### config.mk
export PLATFORM = sky130hd
export DESIGN_NAME = ps2_host_tx
export DESIGN_NICKNAME = d
export VERILOG_FILES = /design/src/rtl/ps2_pkg.sv /design/src/rtl/ps2_debounce.sv /design/src/rtl/ps2_host_tx.sv
export SDC_FILE = /design/constraint.sdc
export NUM_CORES = 1
export LEC_CHECK = 0
export ABC_AREA = 1
export BUFFER_PORTS_ARGS = -buffer_cell sky130_fd_sc_hd__buf_2
export CAP_MARGIN = 20
export CELL_PAD_IN_SITES_DETAIL_PLACEMENT = 1
export CELL_PAD_IN_SITES_GLOBAL_PLACEMENT = 1
export CORE_MARGIN = 4
export CORE_UTILIZATION = 38
export CTS_CLUSTER_DIAMETER = 30
export DETAILED_ROUTE_END_ITERATION = 8
export PLACE_DENSITY = 0.77
export SYNTH_ARGS = -nofsm -noshare
export SYNTH_HDL_FRONTEND = slang
export SYNTH_HIERARCHICAL = 1
export SYNTH_SLANG_ARGS = --single-unit
### constraint.sdc
create_clock -name clk -period 1.87 [get_ports clk]
set_clock_uncertainty 0.2 [all_clocks]
set_input_delay 0.187 -clock clk [delete_from_list [all_inputs] [get_ports clk]]
set_output_delay 0.187 -clock clk [all_outputs]
set_load 0.02 [all_outputs]
### src/rtl/ps2_pkg.sv
// Shared PS/2 definitions for the host transmitter and the keyboard receiver:
// FSM state codes, debounce integrator limits and status word bit positions.
package ps2_pkg;

  typedef logic [2:0] ps2_state_t;

  localparam ps2_state_t ST_IDLE      = 3'd0;
  localparam ps2_state_t ST_INHIBIT   = 3'd1;
  localparam ps2_state_t ST_RTS       = 3'd2;
  localparam ps2_state_t ST_BITS      = 3'd3;
  localparam ps2_state_t ST_ACK       = 3'd4;
  localparam ps2_state_t ST_WAIT_IDLE = 3'd5;

  localparam int              DEB_W    = 6;
  localparam logic [DEB_W-1:0] DEB_INIT = 6'd32;
  localparam logic [DEB_W-1:0] DEB_MAX  = 6'd63;
  localparam logic [DEB_W-1:0] DEB_MIN  = 6'd0;

  localparam int STAT_BUSY    = 0;
  localparam int STAT_DONE    = 1;
  localparam int STAT_ACK_ERR = 2;
  localparam int STAT_TIMEOUT = 3;

  // Odd parity bit: 1 when the byte holds an even number of ones.
  function automatic logic odd_parity(input logic [7:0] b);
    return ~^b;
  endfunction

endpackage

### src/rtl/ps2_debounce.sv
// Synchronises one raw PS/2 line and filters it with a saturating integrator.
// The output only changes once the integrator hits a rail, so short glitches
// on the open-drain bus never reach the protocol logic.
module ps2_debounce
  import ps2_pkg::*;
(
  input  logic clk,
  input  logic rst,
  input  logic raw,
  output logic filtered
);

  logic [1:0]       sync;
  logic [DEB_W-1:0] integ;

  // Two-flop synchroniser; idles high like the released bus.
  always_ff @(posedge clk or posedge rst) begin
    if (rst) sync <= 2'b11;
    else     sync <= {sync[0], raw};
  end

  // Integrate toward the synchronised level and flip the output at the rails.
  always_ff @(posedge clk or posedge rst) begin
    if (rst) begin
      integ    <= DEB_INIT;
      filtered <= 1'b1;
    end else begin
      if (sync[1] && integ != DEB_MAX)
        integ <= integ + 1'b1;
      else if (!sync[1] && integ != DEB_MIN)
        integ <= integ - 1'b1;
      if (integ == DEB_MAX)
        filtered <= 1'b1;
      else if (integ == DEB_MIN)
        filtered <= 1'b0;
    end
  end

endmodule

### src/rtl/ps2_host_tx.sv
// PS/2 host-to-device byte transmitter. Inhibits the bus, issues
// request-to-send, shifts data/parity/stop on device clock falling edges,
// checks the device ack and guards every device-paced phase with a timeout.
module ps2_host_tx
  import ps2_pkg::*;
#(
  parameter int INHIBIT_CYCLES = 2500,
  parameter int RTS_CYCLES     = 25,
  parameter int TIMEOUT_CYCLES = 50000
) (
  input  logic        clk,
  input  logic        rst,
  input  logic        ps2_data,
  input  logic        ps2_clk,
  output logic        ps2_data_oe,
  output logic        ps2_clk_oe,
  input  logic        valid,
  input  logic [31:0] wdata,
  output logic [31:0] rdata,
  output logic        busy
);

  localparam int PMAX = (INHIBIT_CYCLES > RTS_CYCLES) ? INHIBIT_CYCLES : RTS_CYCLES;
  localparam int PW   = $clog2(PMAX + 1);
  localparam int TW   = $clog2(TIMEOUT_CYCLES + 1);
  localparam logic [PW-1:0] INH_LAST = PW'(INHIBIT_CYCLES - 1);
  localparam logic [PW-1:0] RTS_LAST = PW'(RTS_CYCLES - 1);
  localparam logic [TW-1:0] TO_LAST  = TW'(TIMEOUT_CYCLES - 1);

  ps2_state_t  state;
  logic [PW-1:0] phase_cnt;
  logic [TW-1:0] to_cnt;
  logic [3:0]  bit_cnt;
  logic [7:0]  tx_byte;
  logic        tx_parity;
  logic        done, ack_err, timeout_err;
  logic        clk_deb, data_deb, clk_deb_q;
  logic        dev_fall, to_hit, next_bit;
  logic [31:0] status;
  logic        unused_wdata;

  assign unused_wdata = ^wdata[31:8];
  assign dev_fall     = clk_deb_q & ~clk_deb;
  assign to_hit       = (to_cnt == TO_LAST);

  ps2_debounce u_clk_deb  (.clk(clk), .rst(rst), .raw(ps2_clk),  .filtered(clk_deb));
  ps2_debounce u_data_deb (.clk(clk), .rst(rst), .raw(ps2_data), .filtered(data_deb));

  // Delayed copy of the filtered clock for falling-edge detection.
  always_ff @(posedge clk or posedge rst) begin
    if (rst) clk_deb_q <= 1'b1;
    else     clk_deb_q <= clk_deb;
  end

  // Frame bit to present for the current counter value: data LSB first, parity, stop.
  always_comb begin
    next_bit = 1'b1;
    if (bit_cnt < 4'd8)
      next_bit = tx_byte[bit_cnt[2:0]];
    else if (bit_cnt == 4'd8)
      next_bit = tx_parity;
  end

  // Status word seen by the bus, assembled from the current flags.
  always_comb begin
    status               = '0;
    status[STAT_BUSY]    = busy;
    status[STAT_DONE]    = done;
    status[STAT_ACK_ERR] = ack_err;
    status[STAT_TIMEOUT] = timeout_err;
  end

  // Capture status on every bus access, before any flag update of that cycle.
  always_ff @(posedge clk or posedge rst) begin
    if (rst)        rdata <= '0;
    else if (valid) rdata <= status;
  end

  // Transfer sequencer: bus inhibit, request-to-send, bit shifting, ack, release.
  always_ff @(posedge clk or posedge rst) begin
    if (rst) begin
      state       <= ST_IDLE;
      ps2_clk_oe  <= 1'b0;
      ps2_data_oe <= 1'b0;
      busy        <= 1'b0;
      done        <= 1'b0;
      ack_err     <= 1'b0;
      timeout_err <= 1'b0;
      phase_cnt   <= '0;
      to_cnt      <= '0;
      bit_cnt     <= '0;
      tx_byte     <= '0;
      tx_parity   <= 1'b0;
    end else begin
      case (state)
        ST_IDLE: begin
          if (valid) begin
            tx_byte     <= wdata[7:0];
            tx_parity   <= odd_parity(wdata[7:0]);
            done        <= 1'b0;
            ack_err     <= 1'b0;
            timeout_err <= 1'b0;
            busy        <= 1'b1;
            ps2_clk_oe  <= 1'b1;
            ps2_data_oe <= 1'b0;
            phase_cnt   <= '0;
            state       <= ST_INHIBIT;
          end
        end
        ST_INHIBIT: begin
          if (phase_cnt == INH_LAST) begin
            phase_cnt   <= '0;
            ps2_data_oe <= 1'b1;
            state       <= ST_RTS;
          end else begin
            phase_cnt <= phase_cnt + 1'b1;
          end
        end
        ST_RTS: begin
          if (phase_cnt == RTS_LAST) begin
            phase_cnt  <= '0;
            ps2_clk_oe <= 1'b0;
            to_cnt     <= '0;
            bit_cnt    <= '0;
            state      <= ST_BITS;
          end else begin
            phase_cnt <= phase_cnt + 1'b1;
          end
        end
        ST_BITS: begin
          if (dev_fall) begin
            to_cnt <= '0;
            if (bit_cnt == 4'd9) begin
              ps2_data_oe <= 1'b0;
              state       <= ST_ACK;
            end else begin
              ps2_data_oe <= ~next_bit;
              bit_cnt     <= bit_cnt + 1'b1;
            end
          end else if (to_hit) begin
            ps2_clk_oe  <= 1'b0;
            ps2_data_oe <= 1'b0;
            timeout_err <= 1'b1;
            busy        <= 1'b0;
            state       <= ST_IDLE;
          end else begin
            to_cnt <= to_cnt + 1'b1;
          end
        end
        ST_ACK: begin
          if (dev_fall) begin
            to_cnt <= '0;
            if (!data_deb) done    <= 1'b1;
            else           ack_err <= 1'b1;
            state <= ST_WAIT_IDLE;
          end else if (to_hit) begin
            ps2_clk_oe  <= 1'b0;
            ps2_data_oe <= 1'b0;
            timeout_err <= 1'b1;
            busy        <= 1'b0;
            state       <= ST_IDLE;
          end else begin
            to_cnt <= to_cnt + 1'b1;
          end
        end
        ST_WAIT_IDLE: begin
          ps2_clk_oe  <= 1'b0;
          ps2_data_oe <= 1'b0;
          if (clk_deb && data_deb) begin
            busy  <= 1'b0;
            state <= ST_IDLE;
          end else if (to_hit) begin
            timeout_err <= 1'b1;
            busy        <= 1'b0;
            state       <= ST_IDLE;
          end else begin
            to_cnt <= to_cnt + 1'b1;
          end
        end
        default: begin
          ps2_clk_oe  <= 1'b0;
          ps2_data_oe <= 1'b0;
          busy        <= 1'b0;
          state       <= ST_IDLE;
        end
      endcase
    end
  end

endmodule

Word level (Yosys, flattened, before mapping):

Index checks and enable logic that the tools add are counted.

* flip-flop bits (word level): 73
* output and inout port bits: 35
* logic and storage cells: 157

* add/subtract/negate cells: 7
* $lt $le $gt $ge: 2
* equal/unequal tests: 27
* mux-type cells: 60
* bitwise logic cells: 6
* reductions and logical operators: 35

Operators with widths (number)
* $mux 16: 4
* $pmux 16 s3: 1
* $mux 12: 3
* $pmux 12 s3: 1
* $mux 1: 27
* $mux 3: 8
* $mux 6: 4
* $reduce_and 4->1: 6
* $ne 2x2->1 const B: 10
* $pmux 3 s6: 1
* $add 16x1->16 const B: 1
* $eq 16x16->1 const B: 1
* $add 12x1->12 const B: 1
* $add 6x1->6 const B: 2
* $eq 12x12->1 const B: 1
* $eq 12x5->1 const B: 1
* $eq 6x6->1 const B: 2
* $logic_not 6->1: 2
* $mux 4: 3
* $ne 6x6->1 const B: 2
* $reduce_bool 2->1: 6
* $reduce_bool 6->1: 2
* $sub 6x1->6 const B: 2
* $reduce_bool 3->1: 3
* 25 further kinds: 43

Logic depth before layout (Yosys ltp):

* word-level depth: 7
* depth in mapped cells: 13
* gate-level depth less buffers: 13

Cells and area by module:

Netlist, hierarchy kept.

By module, submodules not included
* ps2_host_tx: instances 1, cells an instance 546, area an instance 3733.6 um^2
* ps2_debounce: instances 2, cells an instance 64, area an instance 553.0 um^2

Worst setup path after synthesis:

No wires, ideal clock.

* path kind: reg-to-reg
* start: register u_clk_deb.integ[5]
* end: register u_clk_deb.integ[4]
* library setup time: 0.122 ns
* arrival: 1.472 ns
* required time: 1.548 ns
* slack: 0.076 ns
* stages on the path, launching flop included: 10
* buffers on the path: 0
* path through: dfstp_2 > nand2_1 > inv_1 > nand2_2 > nand2_4 > ha_1 > a21oi_1 > nand2_1 > xnor2_1 > o21ai_1

* word-level cells in the longest chain between the ends: 3

Ends and longest elaborated chain
* from (decl): RTL line ps2_debounce.sv:14 `logic [DEB_W-1:0] integ;`
* from (signal assigned): RTL line ps2_debounce.sv:29 `integ <= integ + 1'b1;`
* from (signal assigned): RTL line ps2_debounce.sv:31 `integ <= integ - 1'b1;`
* $ne 6x6->1 / $reduce_bool 6->1 (equally long branches): RTL line ps2_debounce.sv:28, ps2_debounce.sv:30
* $logic_and 1x1->1, on equally long branches: RTL line ps2_debounce.sv:28, ps2_debounce.sv:30
* $mux 6 / $reduce_bool 2->1 (equally long branches)

Several ways; a longest one is shown, not always the timed one.
A chain may end at the register's enable or synchronous reset.

Final worst setup path:

* start: register u_clk_deb.integ[2]
* end: register u_clk_deb.integ[5]

* word-level cells in the longest chain between the ends: 3

Ends and longest elaborated chain
* $sub 6x1->6 (tied with other cells): RTL line ps2_debounce.sv:31
* $mux 6 (tied with other cells): RTL line ps2_debounce.sv:30 `else if (!sync[1] && integ != DEB_MIN)`
* $mux 6 / $reduce_bool 2->1 (equally long branches)

Several ways; a longest one is shown, not always the timed one. The select of a mux whose other input is x is not followed.

==> summary.txt <==
Status
  – Outcome: complete, but fails checks
  – Violated checks: negative setup slack

Timing
  – Fmax: between 500 and 600 MHz
  – RSZ-0062 raised after global routing: true
  – Period utilization: 1.066
  – Worst hold margin: between 150 and 200 ps
  – Fin. Hold Viols: 0
  – Setup TNS: -220.6 ps
  – Final WS setup: -124.3 ps
  – Slew Viols, Final: 0
  – # setup viols final: 6
  – Final min period: ~2000 ps

Place
  – Port bufs: 19
  – Placed Instance Area: roughly 0.0055 mm2
  – Placer Congestion: roughly 0.9
  – DP Worst Slack: -98.28 ps
  – DPL Wire Length: roughly 10000 um

GRT
  – Pin count of the biggest net entering global routing: 56
  – First-pass GRT wire length: between 20000 and 30000 um
  – Overall Global Routing Usage: 0.2139
  – Grt ovf: 0
  – Vias in the first global route: roughly 5100
  – Initial antenna violation count: 0

Cells and area
  – Finished Core Util: 0.5305
  – Layout Nets: 840
  – Final non-filler cell area: roughly 0.0065 mm2
  – # diodes: 0
  – Fraction of layout cells with a size suffix above 1: 0.3220
  – Area Growth Syn to Fin: 34.41%

Routing
  – DR iter-0 viols: about 240
  – Vias per Instance: about 5.2
  – Drt pass-1 iters: 4
  – Residual DRC count: 0
  – Drt total wl: approximately 18000 um
  – Total number of vias: roughly 5000
  – Antenna-violating nets left: 0
  – Avg WL per Cell: 18.49 um

Hold path
  – Worst hold start: u_clk_deb/sync[0]
  – Hold Path Class: reg2reg

Floorplanning
  – I/O pin count: 72
  – Rows: 40
  – Die ar.: 0.01461 mm2
  – Initial Utilization: 0.3947
  – Die height: about 120 um
  – Core region area: 0.01226 mm2
  – Die width: approximately 120 um

Worst setup path
  – CP Class: reg2reg
  – Critical R2R Launch: u_clk_deb/integ[2]
  – Type of origin of the critical path: flip-flop
  – Crit path DAT: 2080 ps
  – CP Capture Type: flip-flop
  – WP data required: 1960 ps
  – Critical path peak fanout: 6
  – Worst Setup SP: u_clk_deb/integ[2]

Clocking
  – Clock root cell: clkbuf_16
  – H-tree depth: 3
  – Worst-path clk slew: approximately 70 ps
  – CTS buffer count: 9
  – Sink Count: between 70 and 80
  – CTS tree: yes
  – Worst-skew pair later-pin latency: 350 ps
  – CTS Buffer Depth: 2

Synth
  – Distinct cell type count after synthesis: 35
  – FF+latch count, synth: between 70 and 80
  – Number of flops mapped to enable cells by yosys: 0
  – Synthesized area: 0.004840 mm2
  – Fraction of registers with async set/reset: 1.000
  – Register area share after synthesis: 0.3798
  – Post-Synthesis Cells: between 600 and 700
  – Syn Area/Cell: a little over 7 um2
  – Yosys synthesis warning count: 6
  – Commonest register cell after synthesis: dfrtp_1

Flow run
  – Maxcap violations: 0

Power and ir drop
  – Power Density: 935.3 mW/mm2
  – Peak VDD IR: 0.8462 mV
  – Leakage: about 3.2 nW
-- cells in the mapped netlist (3+ instances only) --
| library cell | n | share of area |
|---|---|---|
| ha_1 | 14 | 0.036 |
| nand2_4 | 7 | 0.016 |
| nand4_1 | 14 | 0.018 |
| nor2_1 | 73 | 0.057 |
| inv_2 | 5 | 0.0039 |
| nor2_4 | 3 | 0.0070 |
| nor2_2 | 3 | 0.0039 |
| dfrtp_1 | 64 | 0.33 |
| o21ai_1 | 7 | 0.0072 |
| inv_1 | 73 | 0.057 |
| o21ai_0 | 19 | 0.020 |
| nand2_1 | 209 | 0.16 |
| a21oi_1 | 19 | 0.020 |
| xnor2_1 | 11 | 0.020 |
| xor2_1 | 10 | 0.018 |
| nand3_1 | 61 | 0.063 |
| buf_4 | 30 | 0.047 |
| nor3_1 | 10 | 0.010 |
| o21bai_1 | 3 | 0.0047 |
| inv_4 | 3 | 0.0039 |
| buf_6 | 3 | 0.0070 |
| dfstp_2 | 9 | 0.049 |
| nand2_2 | 9 | 0.012 |
-- layout make-up --
type	count	area, um2
Inverter	82	325.3
Clock buffer	11	242.7
Timing Repair Buffer	109	857.1
Multi-Input combinational cell	512	2968
Tap cell	168	210.2
Sequential cell	73	1846
Clock inverter	5	56.30
Fill cell	1496	5757
-- worst max-delay path, cell delays in order (launching register included) --
cell and delay [ps]:
dfrtp_1 410, nand2_1 150, nor2_4 60, nand2_2 90, nand2_4 120, ha_4 200
nor2_1 180, nand2_4 70, nand3_2 100, nand2_2 60, nand2_2 70, nand2_1 70
nand2_1 80, nand2_1 50
-- cells in the final DEF, fill, tap and decap left out, drive strengths merged --
master       count
nor3            11
xor2            10
nor3b            1
bufinv           1
dlygate4sd3     12
dfrtp           64
nand3           62
clkbuf          11
fa               2
conb            28
inv             82
o2bb2ai          1
nand3b           1
buf             97
a21oi           21
o21ai           26
and3             1
ha              14
clkinv           3
nor2            79
clkinvlp         1
xnor2           11
dfstp            9
o211ai           2
nand4           14
o21bai           3
nand2          225
-- per-stage QoR --
stage	total power [mW]	cells
2_1_floorplan	3.017	701
3_3_place_gp	3.381	914
3_5_place_dp	3.469	914
4_1_cts	5.505	950
5_1_grt	6.375	960
6_report	6.084	960
-- worst paths after layout --
kind | to | slack (ps) | cells past startpoint
worst max-delay path | u_clk_deb/integ[5] | -120 | 13
worst min-delay path | u_clk_deb/sync[1] | 170 | 0
worst max register to register | u_clk_deb/integ[5] | -120 | 13
worst min register to register | u_clk_deb/sync[1] | 170 | 0
max in group asynchronous | clk_deb_q | 860 | 4
min in group asynchronous | u_data_deb/integ[4] | 210 | 3
-- state kept, by name (all words and copies together) (netlist names) --
| signal | cells |
|---|---|
| tx_byte | 8 |
| bit_cnt | 4 |
| to_cnt | 16 |
| u_data_deb/integ | 6 |
| u_clk_deb/filtered | 1 |
| tx_parity | 1 |
| timeout_err | 1 |
| rdata | 4 |
| u_data_deb/sync | 2 |
| ps2_clk_oe | 1 |
| phase_cnt | 12 |
| u_clk_deb/integ | 6 |
| ps2_data_oe | 1 |
| u_data_deb/filtered | 1 |
| ack_err | 1 |
| done | 1 |
| clk_deb_q | 1 |
| u_clk_deb/sync | 2 |
| busy | 1 |
| state | 3 |
-- where the power goes --
group / switching, mW / internal (mW) / leakage [nW] / total (mW)
clock: 0.753 / 1.07 / 0.145 / 1.82
sequential: 0.167 / 1.82 / 0.897 / 1.98
combinational: 1.28 / 0.999 / 2.17 / 2.28
-- logic make-up after synthesis --
| group | synth area share |
|---|---|
| buf+inv | 0.1197 |
| simple gates | 0.3575 |
| fa+ha+maj | 0.04447 |
| other cells | 0.0007749 |
| compound gates | 0.05972 |
| flops | 0.3798 |
| xor+xnor | 0.03800 |
-- metal layers --
metal | track usage | part of all wire
met3 | 0.03077 | 0.036
met1 | 0.2595 | 0.39
met4 | 0.07011 | 0.038
met2 | 0.3873 | 0.54
met5 | 0 | 0
-- timing repair --
action	CTS	global route
pin swaps	10	30
cloned	0	0
gates resized for setup	23	102
buffers inserted	8	10
endpoints found under the hold margin	84	0
setup endpoints to repair	26	54
hold buffers	12	0
Note: power is estimated with default switching activity, not from simulation.
